$ cat src/rtl/flags_stack_if.sv
// Flag register bus: ALU update strobes in, flag vector and stack status out.
interface flags_stack_if #(
    parameter int WIDTH = 4,
    parameter int DEPTH = 4
);
    localparam int LW = $clog2(DEPTH + 1);

    logic             en;
    logic [WIDTH-1:0] upd;
    logic [WIDTH-1:0] mask;
    logic             sticky;
    logic             clr;
    logic             push;
    logic             pop;

    logic [WIDTH-1:0] flags;
    logic             overflow;
    logic             carry;
    logic             negative;
    logic             zero;
    logic [LW-1:0]    level;
    logic             full;
    logic             empty;
    logic             err;
    logic             changed;

    modport master (
        output en, upd, mask, sticky, clr, push, pop,
        input  flags, overflow, carry, negative, zero,
        input  level, full, empty, err, changed
    );

    modport slave (
        input  en, upd, mask, sticky, clr, push, pop,
        output flags, overflow, carry, negative, zero,
        output level, full, empty, err, changed
    );
endinterface

$ cat src/rtl/flags_stack.sv
// Status-flag register with masked overwrite/sticky update and a LIFO save stack.
// Optional FLAGS_CHANGE_DETECT_EN builds the registered CHANGED pulse.
module flags_stack #(
    parameter int WIDTH = 4,
    parameter int DEPTH = 4
) (
    input  logic         clk_i,
    input  logic         rst_ni,
    flags_stack_if.slave bus
);
    localparam int LW = $clog2(DEPTH + 1);
    localparam int IW = (DEPTH > 1) ? $clog2(DEPTH) : 1;

    logic [WIDTH-1:0] flags_q, flags_d;
    logic [LW-1:0]    level_q, level_d;
    logic             err_q, err_d;
    logic [WIDTH-1:0] stack_q [DEPTH];
    logic             push_we;
    logic             full, empty;
    logic [IW-1:0]    wr_idx, rd_idx;
    logic [LW-1:0]    top_l;
    logic [WIDTH-1:0] upd_m;

    assign full   = (level_q == LW'(DEPTH));
    assign empty  = (level_q == '0);
    assign top_l  = level_q - LW'(1);
    assign wr_idx = level_q[IW-1:0];
    assign rd_idx = top_l[IW-1:0];
    assign upd_m  = bus.upd & bus.mask;

    // CLR beats POP, POP beats PUSH/EN; PUSH saves the pre-update value
    always_comb begin
        flags_d = flags_q;
        level_d = level_q;
        err_d   = err_q;
        push_we = 1'b0;
        if (bus.clr) begin
            flags_d = '0;
            err_d   = 1'b0;
        end else if (bus.pop) begin
            if (empty) begin
                err_d = 1'b1;
            end else begin
                flags_d = stack_q[rd_idx];
                level_d = top_l;
            end
        end else begin
            if (bus.push) begin
                if (full) begin
                    err_d = 1'b1;
                end else begin
                    push_we = 1'b1;
                    level_d = level_q + LW'(1);
                end
            end
            if (bus.en) begin
                if (bus.sticky) begin
                    flags_d = flags_q | upd_m;
                end else begin
                    flags_d = (flags_q & ~bus.mask) | upd_m;
                end
            end
        end
    end

    always_ff @(posedge clk_i) begin
        if (!rst_ni) begin
            flags_q <= '0;
            level_q <= '0;
            err_q   <= 1'b0;
        end else begin
            flags_q <= flags_d;
            level_q <= level_d;
            err_q   <= err_d;
        end
    end

    // Stack contents are don't-care after reset, so no reset here
    always_ff @(posedge clk_i) begin
        if (rst_ni && push_we) begin
            stack_q[wr_idx] <= flags_q;
        end
    end

`ifdef FLAGS_CHANGE_DETECT_EN
    logic changed_q, changed_d;

    assign changed_d = (flags_d != flags_q);

    always_ff @(posedge clk_i) begin
        if (!rst_ni) begin
            changed_q <= 1'b0;
        end else begin
            changed_q <= changed_d;
        end
    end

    assign bus.changed = changed_q;
`else
    assign bus.changed = 1'b0;
`endif

    assign bus.flags    = flags_q;
    assign bus.overflow = flags_q[0];
    assign bus.carry    = flags_q[1];
    assign bus.negative = flags_q[2];
    assign bus.zero     = flags_q[3];
    assign bus.level    = level_q;
    assign bus.full     = full;
    assign bus.empty    = empty;
    assign bus.err      = err_q;
endmodule

$ cat src/flat_wrapper.sv
// flat-port wrapper written by rule: the top's interface ports become plain ports
module flags_stack_flat 
#(
    parameter int WIDTH = 4,
    parameter int DEPTH = 4
)
  (clk_i, rst_ni, bus_en, bus_upd, bus_mask, bus_sticky, bus_clr, bus_push, bus_pop, bus_flags, bus_overflow, bus_carry, bus_negative, bus_zero, bus_level, bus_full, bus_empty, bus_err, bus_changed);
  flags_stack_if #(.WIDTH(WIDTH), .DEPTH(DEPTH)) bus_i ();
  input  logic clk_i;
  input  logic rst_ni;
  input wire logic [$bits(bus_i.en)-1:0] bus_en;
  input wire logic [$bits(bus_i.upd)-1:0] bus_upd;
  input wire logic [$bits(bus_i.mask)-1:0] bus_mask;
  input wire logic [$bits(bus_i.sticky)-1:0] bus_sticky;
  input wire logic [$bits(bus_i.clr)-1:0] bus_clr;
  input wire logic [$bits(bus_i.push)-1:0] bus_push;
  input wire logic [$bits(bus_i.pop)-1:0] bus_pop;
  output wire logic [$bits(bus_i.flags)-1:0] bus_flags;
  output wire logic [$bits(bus_i.overflow)-1:0] bus_overflow;
  output wire logic [$bits(bus_i.carry)-1:0] bus_carry;
  output wire logic [$bits(bus_i.negative)-1:0] bus_negative;
  output wire logic [$bits(bus_i.zero)-1:0] bus_zero;
  output wire logic [$bits(bus_i.level)-1:0] bus_level;
  output wire logic [$bits(bus_i.full)-1:0] bus_full;
  output wire logic [$bits(bus_i.empty)-1:0] bus_empty;
  output wire logic [$bits(bus_i.err)-1:0] bus_err;
  output wire logic [$bits(bus_i.changed)-1:0] bus_changed;
  assign bus_i.en = bus_en;
  assign bus_i.upd = bus_upd;
  assign bus_i.mask = bus_mask;
  assign bus_i.sticky = bus_sticky;
  assign bus_i.clr = bus_clr;
  assign bus_i.push = bus_push;
  assign bus_i.pop = bus_pop;
  assign bus_flags = bus_i.flags;
  assign bus_overflow = bus_i.overflow;
  assign bus_carry = bus_i.carry;
  assign bus_negative = bus_i.negative;
  assign bus_zero = bus_i.zero;
  assign bus_level = bus_i.level;
  assign bus_full = bus_i.full;
  assign bus_empty = bus_i.empty;
  assign bus_err = bus_i.err;
  assign bus_changed = bus_i.changed;
  flags_stack #(.WIDTH(WIDTH), .DEPTH(DEPTH)) u_core (.clk_i(clk_i), .rst_ni(rst_ni), .bus(bus_i));
endmodule
$ cat config.mk
export PLATFORM = sky130hd
export DESIGN_NAME = flags_stack_flat
export DESIGN_NICKNAME = d
export VERILOG_FILES = /design/src/rtl/flags_stack_if.sv /design/src/rtl/flags_stack.sv /design/src/flat_wrapper.sv
export SDC_FILE = /design/constraint.sdc
export NUM_CORES = 1
export LEC_CHECK = 0
export CORE_MARGIN = 5
export CORE_UTILIZATION = 52
export DETAILED_ROUTE_END_ITERATION = 8
export PLACE_DENSITY = 0.83
export SYNTH_ARGS = -nofsm -noshare
export SYNTH_HDL_FRONTEND = slang
export SYNTH_SLANG_ARGS = --single-unit
$ cat constraint.sdc
create_clock -name clk_i -period 4.2 [get_ports clk_i]
set_input_delay 0.42 -clock clk_i [delete_from_list [all_inputs] [get_ports clk_i]]
set_output_delay 0.42 -clock clk_i [all_outputs]
set_load 0.01 [all_outputs]
Word-level counts from Yosys, hierarchy flattened
Memory sizes are Yosys's and may differ from the RTL's. Cells that the tools add are included.

Add/subtract/negate cells: 2. Eq/ne operators: 4. Mux-type cells: 18. Bitwise logic cells: 7. Reductions and logical operators: 9.

Operator list (count): 4-bit 2-to-1 mux (4); 3-bit 2-to-1 mux (4); 1-bit 2-to-1 mux (10); 4-bit AND (2); 4-bit OR (2); 2-bit nonzero test (3); 2-bit != test, second input constant (2); 4-bit NOT (1); 4-bit AND reduction (1); 3-bit by 1-bit adder with 3-bit output, second input constant (1); 3-bit equality test, second input constant (1); 3-bit logical NOT (1); 3-bit AND reduction (1); 3-bit by 1-bit subtractor with 3-bit output, second input constant (1); 2-bit by 1-bit != test with 1-bit output, second input constant (1); 1-bit NOT (2); 2-bit AND reduction (1); 2-bit OR reduction (1); 1-bit logical AND (1).

Bits in registers: 8. Bits in writable memories: 16. Bits of input ports: 15. Output and inout bits: 15. Word-level logic and storage cells: 44. Memories: 1.

Memory list: u_core.stack_q (words 4, width 4, rd ports 1, clocked after memory_dff 0, write ports 1, line flags_stack.sv:17) `logic [WIDTH-1:0] stack_q [DEPTH];`.

Depth between registers and ports, before layout
Gate-level depths: netlist of the first run.

Depth after elaboration: 8. Mapped depth: 7. Depth with buffers taken out: 6.

Worst setup path after synthesis of the first run
OpenSTA, ideal clock, no wires.

Path type: reg2reg. Start point: register u_core.level_q[0], in the netlist u_core.bus.level[0]. End point: memory u_core.stack_q[0][0] (enable). Library setup time: 367 ps. Arrival time: 1593 ps. Data required time: 3833 ps. Path slack: 2241 ps. Cell stages (with the launch flop): 6. Path buffers: 1. Clock period less this slack: 1959 ps. Cell sequence: dfxtp_1 > buf_4 > inv_1 > ha_1 > nor2b_1 > nor3b_1.

Longest elaborated chain between the ends: 8.

RTL lines: start: declaration (line flags_stack.sv:15) `logic [LW-1:0] level_q, level_d;`; start signal: assignment (line flags_stack.sv:73) `level_q <= level_d;`; 3-bit equality test (line flags_stack.sv:24) `assign full = (level_q == LW'(DEPTH));`; 1-bit 2-to-1 mux (line flags_stack.sv:49) `if (full) begin`; 1-bit 2-to-1 mux (line flags_stack.sv:48) `if (bus.push) begin`; 1-bit 2-to-1 mux (line flags_stack.sv:40) `end else if (bus.pop) begin`; 1-bit 2-to-1 mux (line flags_stack.sv:37) `if (bus.clr) begin`; 1-bit logical AND (line flags_stack.sv:80) `if (rst_ni && push_we) begin`; 1-bit 2-to-1 mux (line flags_stack.sv:80); 1-bit 2-to-1 mux (implied by the code) (line flags_stack.sv:81) `stack_q[wr_idx] <= flags_q;`; end: declaration (line flags_stack.sv:17).

Parallel ways exist; a longest one is shown, timed or not.

Final worst setup path of the first run
Start point: register u_core.level_q[0], in the netlist u_core.bus.level[0]. End point: output bus_full.

Longest elaborated chain between the ends: 1.

RTL lines: 3-bit equality test (line flags_stack.sv:24); end: declaration (line flat_wrapper.sv:24) `output wire logic [$bits(bus_i.full)-1:0] bus_full;`.

No other way between the ends.

==> out/metrics.csv, run 1 <==
metric;value;unit
fin_crit;2710;ps
num-nets-final;142;
worstMarginPinSlew;723.8;ps
core;0.002212;mm2
avgSynthCellArea;12.47;um2
clk_pin_slew;120;ps
grtUsageTotal;16.46;%
fin_skew;2.435;ps
seq_area;640.6;um2
grt_pass1_wl;4.188;mm
finalHoldViolCount;0;
slew_headroom;51.60;%
fmax;368.9;MHz
synth.most_common_cell;edfxtp_1;
portBuffers;28;
crit_path_top_delay_cell;dfxtp_1;
grt_pass1_vias;864;
hold_slack;556.6;ps
path_buf_inv;2;
tns;0;ps
final_layout_size_suffix_gt1_share;7.438;%
synth_top_area_share;39.71;%
n_antenna_cell;0;
layout_worst_path_cycle_share;64.53;%
detail_route.wl_per_cell;17.30;um
cp_top_family;flip-flops;
crit_path_start_kind;flip-flop;
dpl_cell_area;0.001458;mm2
io_pins;30;
cp-end-kind;output port;
dr.pass1.iters;4;
ys.flop_type;edfxtp_1;
ys_seq_area_share;52.95;%
drt_iter0_markers;34;
num_vias;845;
clk_latency;310;ps
ctsResizeCount;0;
fillers;169;
grt_max_degree;16;
antenna_found_initial;0;
cts.sinks;24;
finalMaxSlewViolations;0;
dieWidth;58.24;um
row_count;17;
clk_path_buf_depth;2;
cts_hold_buf;0;
setup_viol;0;
ys_top_cells_by_area;edfxtp_1 (40%), dfxtp_1 (13%), mux2i_1 (7.4%);
grt-ovfl-total;0;
numCtsBuffers;3;
hpwl;1.885;mm
postRouteAntennaNets;0;
yosysUniqueCellTypes;33;
drc;0;
syn_area;0.001210;mm2
synth_enable_flop_cells;16;
max-vdd-ir-drop;0.2828;mV
synth-seq-cells;24;
chipHeight;58.24;um
postRouteWirelength;2.578;mm
path_max_fanout;12;
synthCells;97;
dieArea;0.003391;mm2
status;finished clean;
ys_warn_count;0;
htree_levels;1;
synth.top_cells.by_count;edfxtp_1 (16), mux2i_1 (9), dfxtp_1 (8);
cts_tree;yes;
cts_root_buffer;clkbuf_4;
syn2layout_area_growth;23.47;%
routabilityCongestion;0.8218;
slowest_delay;730;ps
critical_path_class;reg -> out;
fin_area;0.001494;mm2
cts_setup_buffers;0;
multi_input_area;490.5;um2
final_core_util;67.53;%
drv_cap;0;
p_leak;0.5339;nW
p_per_area;355.2;mW/mm2
hp-class;reg -> reg;
path_cells;inv_1, ha_1, and2_1, clkdlybuf4s50_1;
start_util;54.69;%
required;3780;ps
viasPerCell;5.671;
rsz0062_at_grt;false;
synth_fp_nets;117;
crit_arrival;2290;ps
synthArstFlopShare;0;%
yosysTopAreaCell;edfxtp_1;
==> worst min-delay path, delay by kind of cell (launching register included) <==
family,cells,cell delay (ps)
flip-flops,1,360
AO/OA/AOI/OAI,2,170
==> sequential cells by signal (all words and copies together) (netlist names) <==
name              flops
u_core.stack_q       16
u_core.bus.err        1
u_core.bus.flags      4
u_core.bus.level      3
==> kinds of logic (layout without fill, tap and decap cells) <==
logic type	Yosys count	after routing	share of synthesized area, %
DFF	24	24	52.95
muxes	9	9	7.446
adders and majority gates	5	5	5.171
xor gates and xnor gates	4	4	3.517
and+or+nand+nor	24	24	11.48
other	1	1	0.3099
AOI/OAI and AO/OA	19	19	12.62
buffers and inverters	11	35	6.515
==> per-stage QoR <==
step	std cells	power (W)	worst slack, ps
after floorplan	97	0.0003621	2241
after global placement	145	0.0004132	1877
after detailed placement	145	0.0004156	1817
after CTS	149	0.0005341	1473
after global routing	149	0.0005574	1335
final	149	0.0005307	1490
==> path summary, 6_finish.rpt <==
path                       startpoint              endpoint  slack, ps  depth (start not counted)
setup / recovery  u_core.bus.level[0]              bus_full       1490                          4
hold reg to reg        u_core.bus.err        u_core.bus.err        560                          2
hold / removal         u_core.bus.err        u_core.bus.err        560                          2
setup reg to reg  u_core.bus.level[0]  u_core.stack_q[3][1]       1810                          5
==> per-layer routing <==
layer	GRT usage, %	vias to the layer above	wire, um
li1	-	396	-
met1	20.42	396	1068
met2	26.29	46	1264
met3	4.009	7	186
met4	8.940	0	58
met5	0	-	0
==> cell usage in the layout, fill, tap and decap left out, drive strengths merged <==
master / n
nand2: 3
edfxtp: 16
o21bai: 1
nor3: 1
mux2i: 9
conb: 1
o21ai: 1
a221o: 1
dfxtp: 8
and3: 1
nand2b: 5
nor2b: 2
ha: 5
a32o: 4
clkbuf: 4
a21oi: 5
xnor2: 2
a31oi: 2
xor2: 2
a211oi: 1
nor2: 2
and2: 6
clkdlybuf4s50: 28
inv: 3
o211a: 1
nand3: 2
nor3b: 1
nand3b: 1
a221oi: 3
==> where the power goes <==
group	total (W)	internal [W]	switching, W
sequential	0.000280	0.000262	0.0000181
clock	0.000119	0.0000529	0.0000663
combinational	0.000132	0.0000705	0.0000613
total	0.000531	0.000385	0.000146
==> layout make-up <==
cell class,instances,area share [%]
Sequential cell,24,42.88
Tap cell,28,2.345
Inverter,3,0.7538
Multi-Input combinational cell,62,32.83
Clock buffer,4,2.429
Timing Repair Buffer,28,18.76
No activity file was read; power rests on OpenSTA's default activity.
==> run 2: changes to the inputs <==
--- a/config.mk
+++ b/config.mk
@@ -6,9 +6,9 @@
 export NUM_CORES = 1
 export LEC_CHECK = 0
 export CORE_MARGIN = 5
-export CORE_UTILIZATION = 52
+export CORE_UTILIZATION = 48
 export DETAILED_ROUTE_END_ITERATION = 8
-export PLACE_DENSITY = 0.83
+export PLACE_DENSITY = 0.77
 export SYNTH_ARGS = -nofsm -noshare
 export SYNTH_HDL_FRONTEND = slang
 export SYNTH_SLANG_ARGS = --single-unit
==> constraint.sdc (replaced) <==
create_clock -name clk_i -period 2.5 [get_ports clk_i]
set_input_delay 0.25 -clock clk_i [delete_from_list [all_inputs] [get_ports clk_i]]
set_output_delay 0.25 -clock clk_i [all_outputs]
set_load 0.01 [all_outputs]
==> run 2 against run 1 <==
Worst setup slack worse by 1100 ps. Count of clock-buffer cells in the layout is 1 lower. Register-to-register slack worse by 1200 ps. Global-route usage is 1.9 points lower. Hold slack better by 1.8 ps. Wire length is 7.4% lower. Total power is 82% higher. Largest power group unchanged.
==> out/metrics.csv, run 2 (same netlist as run 1, synthesis figures left out) <==
metric;value;unit;change
clk_pin_slew;130;ps;about the same
p_per_area;632.3;mW/mm2;+78%
critical_path_class;reg -> out;;
tns;0;ps;unchanged
seq_area;640.6;um2;unchanged
dieArea;0.003625;mm2;+6.9%
clk_latency;320;ps;about the same
final_layout_size_suffix_gt1_share;8.943;%;+1.5 points
hold_slack;558.4;ps;+1.790 ps
top_register;u_core.stack_q;;
multi_input_area;490.5;um2;unchanged
dr.pass1.iters;4;;unchanged
cp-end-kind;output port;;
portBuffers;28;;unchanged
max-vdd-ir-drop;0.4643;mV;+64%
layout_common_cells;clkdlybuf4s50_1 (28), edfxtp_1 (16), mux2i_1 (9);;
cts_hold_buf;0;;unchanged
io_pins;30;;unchanged
viasPerCell;5.359;;-5.5%
grt_pass1_vias;850;;-1.6%
dieWidth;60.21;um;+3.4%
fin_crit;2074;ps;
syn2layout_area_growth;26.27;%;
drt_iter0_markers;22;;-35%
num_vias;820;;-3.0%
start_util;49.29;%;-5.4 points
postRouteWirelength;2.386;mm;-7.4%
ctsResizeCount;0;;unchanged
fmax;482.2;MHz;
grt-ovfl-total;0;;unchanged
row_count;18;;+1
htree_levels;1;;unchanged
chipHeight;60.21;um;+3.4%
fillers;206;;+22%
cts_root_buffer;clkbuf_4;;
grt_max_degree;15;;-1
grt_pass1_wl;3.808;mm;-9.1%
cts_setup_buffers;0;;unchanged
clk_path_buf_depth;2;;unchanged
layout_worst_path_cycle_share;82.96;%;
grtUsageTotal;14.61;%;-1.9 points
crit_arrival;1820;ps;-470 ps
hpwl;1.866;mm;-1.0%
path_max_fanout;5;;-7
dpl_cell_area;0.001475;mm2;+1.2%
fin_skew;2.774;ps;+0.3396 ps
drc;0;;unchanged
routabilityCongestion;0.7563;;-8.0%
slew_headroom;61.71;%;+10 points
cts.sinks;24;;unchanged
status;finished clean;;
rsz0062_at_grt;false;;
numCtsBuffers;3;;unchanged
finalMaxSlewViolations;0;;unchanged
cts_tree;yes;;
p_leak;0.5509;nW;+3.2%
setup_viol;0;;unchanged
final_common_cell;clkdlybuf4s50_1;;
drv_cap;0;;unchanged
required;2250;ps;-1530 ps
finalHoldViolCount;0;;unchanged
n_antenna_cell;0;;unchanged
num-nets-final;144;;+1.4%
crit_path_start_kind;flip-flop;;
largest_reg_flops;16;;unchanged
fin_area;0.001528;mm2;+2.3%
core;0.002455;mm2;+11%
postRouteAntennaNets;0;;unchanged
hp-class;in -> reg;;
antenna_found_initial;0;;unchanged
worstMarginPinSlew;573.1;ps;-150.7 ps
detail_route.wl_per_cell;15.59;um;-9.9%
## run 2: path summary, 6_finish.rpt
kind | to | slack (ps) | cells past startpoint | start
setup / recovery | bus_empty | 430 | 4 | u_core.bus.level[0]
hold / removal | u_core.bus.level[1] | 560 | 2 | rst_ni
hold reg to reg | u_core.bus.err | 570 | 2 | u_core.bus.err
setup reg to reg | u_core.stack_q[1][1] | 660 | 5 | u_core.bus.level[1]
## run 2: cell type report
cell class              instances  share of cell area, %
clock buffers                   3                  1.474
clock inverters                 1                  1.966
inverters                       3                 0.7371
multi-input cells              62                  32.10
flip-flops and latches         24                  41.93
well taps                      30                  2.457
repair buffers                 30                  19.33
## run 2: per-layer routing
| metal | GRT usage, % | share of wire (%) |
|---|---|---|
| met2 | 24.69 | 51 |
| met5 | 0 | 0 |
| met4 | 7.595 | 2.1 |
| met1 | 17.55 | 41 |
| met3 | 2.592 | 5.3 |
## run 2: power by group
group          internal [W]  switching, W  total, W
Clock              0.000162      0.000115  0.000277
Sequential         0.000440     0.0000190  0.000459
Combinational      0.000123      0.000108  0.000231
## run 2: stage by stage
stage | setup slack (ps) | instances | utilization (%) | power, W
global placement | 599.4 | 149 | 60.09 | 0.0006980
finish | 426.1 | 153 | 62.23 | 0.0009660
detailed placement | 509.1 | 149 | 60.09 | 0.0007006
floorplan | 540.7 | 97 | - | 0.0006083
global route | 289.6 | 153 | 62.23 | 0.001016
CTS | 417.7 | 153 | 62.23 | 0.0009754
## run 2: critical path, cell delays in order, from the launching register on
cell and delay [ps]:
dfxtp_1 330, inv_1 130, ha_1 280, nor2b_1 200, clkdlybuf4s50_1 560
==> run 3: changes to the inputs <==
--- a/config.mk
+++ b/config.mk
@@ -6,9 +6,9 @@
 export NUM_CORES = 1
 export LEC_CHECK = 0
 export CORE_MARGIN = 5
-export CORE_UTILIZATION = 48
+export CORE_UTILIZATION = 43
 export DETAILED_ROUTE_END_ITERATION = 8
-export PLACE_DENSITY = 0.77
+export PLACE_DENSITY = 0.73
 export SYNTH_ARGS = -nofsm -noshare
 export SYNTH_HDL_FRONTEND = slang
 export SYNTH_SLANG_ARGS = --single-unit
==> constraint.sdc (replaced) <==
create_clock -name clk_i -period 1.7 [get_ports clk_i]
set_input_delay 0.17 -clock clk_i [delete_from_list [all_inputs] [get_ports clk_i]]
set_output_delay 0.17 -clock clk_i [all_outputs]
set_load 0.01 [all_outputs]
==> run 3 against run 2 <==
Sequential power is 46% higher. Final area up 3.6%. Non-clock buffer count up 4. First-iteration DRC count rose by 41%. Hold slack got worse by 21 ps. Die area up 9.7%. Clock skew rose by 1.2 ps. Clock power up 3%. Flip-flop and latch count is the same. Register-to-register slack worse by 500 ps. Core utilization is 4.3 points lower. Wire length up 3.2%. Critical endpoint is now bus_level[0]. Largest cell class unchanged.
==> out/metrics.csv, run 3 (same netlist as run 1, synthesis figures left out) <==
metric;value;unit;change
met2_wirelength;1.240;mm;+1.1%
top_register;u_core.stack_q;;
viasPerCell;5.424;;+1.2%
portBuffers;28;;unchanged
crit_arrival;1430;ps;-390 ps
cts_hold_buf;0;;unchanged
grt_pass1_vias;898;;+5.6%
syn2layout_area_growth;30.82;%;
status;finished clean;;
instances_no_fill;158;;+3.3%
critical_path_class;reg -> out;;
drv_cap;0;;unchanged
start_util;44.26;%;-5.0 points
final_core_util;57.89;%;-4.3 points
routabilityCongestion;0.7761;;+2.6%
routed.top_layer;met4;;
row_count;19;;+1
postRouteWirelength;2.462;mm;+3.2%
p_per_area;849.6;mW/mm2;+34%
n_antenna_cell;0;;unchanged
p_seq_share;50.0;%;+2.5 points
fillers;236;;+15%
pwr-share-comb;28.8;%;+4.9 points
num-nets-final;148;;+2.8%
ctsResizeCount;3;;+3
detail_route.wl_per_cell;15.58;um;about the same
finalMaxSlewViolations;0;;unchanged
final_common_cell;clkdlybuf4s50_1;;
layout_common_cells;clkdlybuf4s50_1 (26), edfxtp_1 (16), mux2i_1 (9);;
fmax;624.2;MHz;
required;1530;ps;-720 ps
dp_cells;154;;+3.4%
drc;0;;unchanged
antenna_found_initial;0;;unchanged
fin_ws;97.83;ps;-328.3 ps
postRouteAntennaNets;0;;unchanged
dpl_cell_area;0.001539;mm2;+4.3%
clk_latency;300;ps;-20 ps
dr.pass1.iters;4;;unchanged
final_layout_size_suffix_gt1_share;18.90;%;+10 points
io_pins;30;;unchanged
clkPwrFrac;21.3;%;-7.4 points
htree_levels;1;;unchanged
slowest_delay;570;ps;about the same
crit_path_top_delay_cell;clkdlybuf4s50_1;;
clk_pin_slew;120;ps;about the same
cp-end-kind;output port;;
path_max_fanout;11;;+6
tns;0;ps;unchanged
path_cells;buf_4, clkdlybuf4s50_1;;
clk_path_buf_depth;2;;unchanged
rsz0062_at_grt;false;;
met1Wirelength;1.079;mm;+9.9%
chipHeight;63.05;um;+4.7%
fin_crit;1602;ps;
p_sw;0.0003567;W;+48%
grtUsageTotal;13.38;%;-1.2 points
hp-class;reg -> reg;;
fin_skew;3.939;ps;+1.164 ps
layout_worst_path_cycle_share;94.25;%;
crit_path_start_kind;flip-flop;;
max-vdd-ir-drop;0.4539;mV;-2.2%
power.share.switching;26.53;%;+1.5 points
route.met3.wl;128;um;+1.6%
hpwl;1.955;mm;+4.8%
cts_tree;yes;;
numCtsBuffers;3;;unchanged
setup_viol;0;;unchanged
dieWidth;63.05;um;+4.7%
grt_pass1_wl;4.278;mm;+12%
grt-ovfl-total;0;;unchanged
dpl_worst_slack;45.73;ps;-463.4 ps
core;0.002734;mm2;+11%
grt_max_degree;14;;-1
cts.sinks;24;;unchanged
dieArea;0.003975;mm2;+9.7%
finalHoldViolCount;0;;unchanged
cts_setup_buffers;0;;unchanged
largest_reg_flops;16;;unchanged
num_vias;857;;+4.5%
p_int;0.0009880;W;+36%
p_leak;0.5836;nW;+5.9%
cts_root_buffer;clkbuf_4;;
fin_area;0.001583;mm2;+3.6%
drt_iter0_markers;31;;+41%
[run 3: area by class of cell]
class / instances / area, um2 / area share (%)
Sequential cell: 24 / 641.9 / 40.55
Multi-Input combinational cell: 62 / 531.8 / 33.60
Timing Repair Buffer: 34 / 322.8 / 20.40
Tap cell: 31 / 38.79 / 2.451
Clock buffer: 4 / 36.28 / 2.292
Inverter: 3 / 11.26 / 0.7115
[run 3: stage by stage]
| step | hold slack, ps | total power [W] |
|---|---|---|
| after CTS | 547.2 | 0.001360 |
| after global routing | 575.7 | 0.001423 |
| after floorplan | 291.6 | 0.0009153 |
| after detailed placement | 518.8 | 0.001065 |
| after global placement | 522.5 | 0.001060 |
| final | 537.8 | 0.001345 |
[run 3: critical path: cells and delay by family, from the launching register on]
kind | cells | cell delay (ps)
buffers and inverters | 2 | 780
DFF | 1 | 350
[run 3: power by group through the flow]
stage / clock, W / sequential, W / combinational (W)
2_1_floorplan: 0 / 0.000694 / 0.000222
3_3_place_gp: 0 / 0.000685 / 0.000375
3_5_place_dp: 0 / 0.000686 / 0.000379
4_1_cts: 0.000297 / 0.000673 / 0.000390
5_1_grt: 0.000325 / 0.000677 / 0.000421
6_report: 0.000286 / 0.000672 / 0.000387
[run 3: final timing paths]
check / start / to / slack (ps) / cells after the start
setup / recovery: u_core.bus.level[0] / bus_level[0] / 100 / 2
hold / removal: u_core.bus.err / u_core.bus.err / 540 / 2
setup reg to reg: u_core.bus.level[1] / u_core.stack_q[3][0] / 160 / 5
hold reg to reg: u_core.bus.err / u_core.bus.err / 540 / 2
[run 3: metal layers]
layer,global-route usage [%],up-vias
met5,0,-
met4,3.183,0
met3,3.777,2
met2,23.21,25
met1,16.18,417
li1,-,413
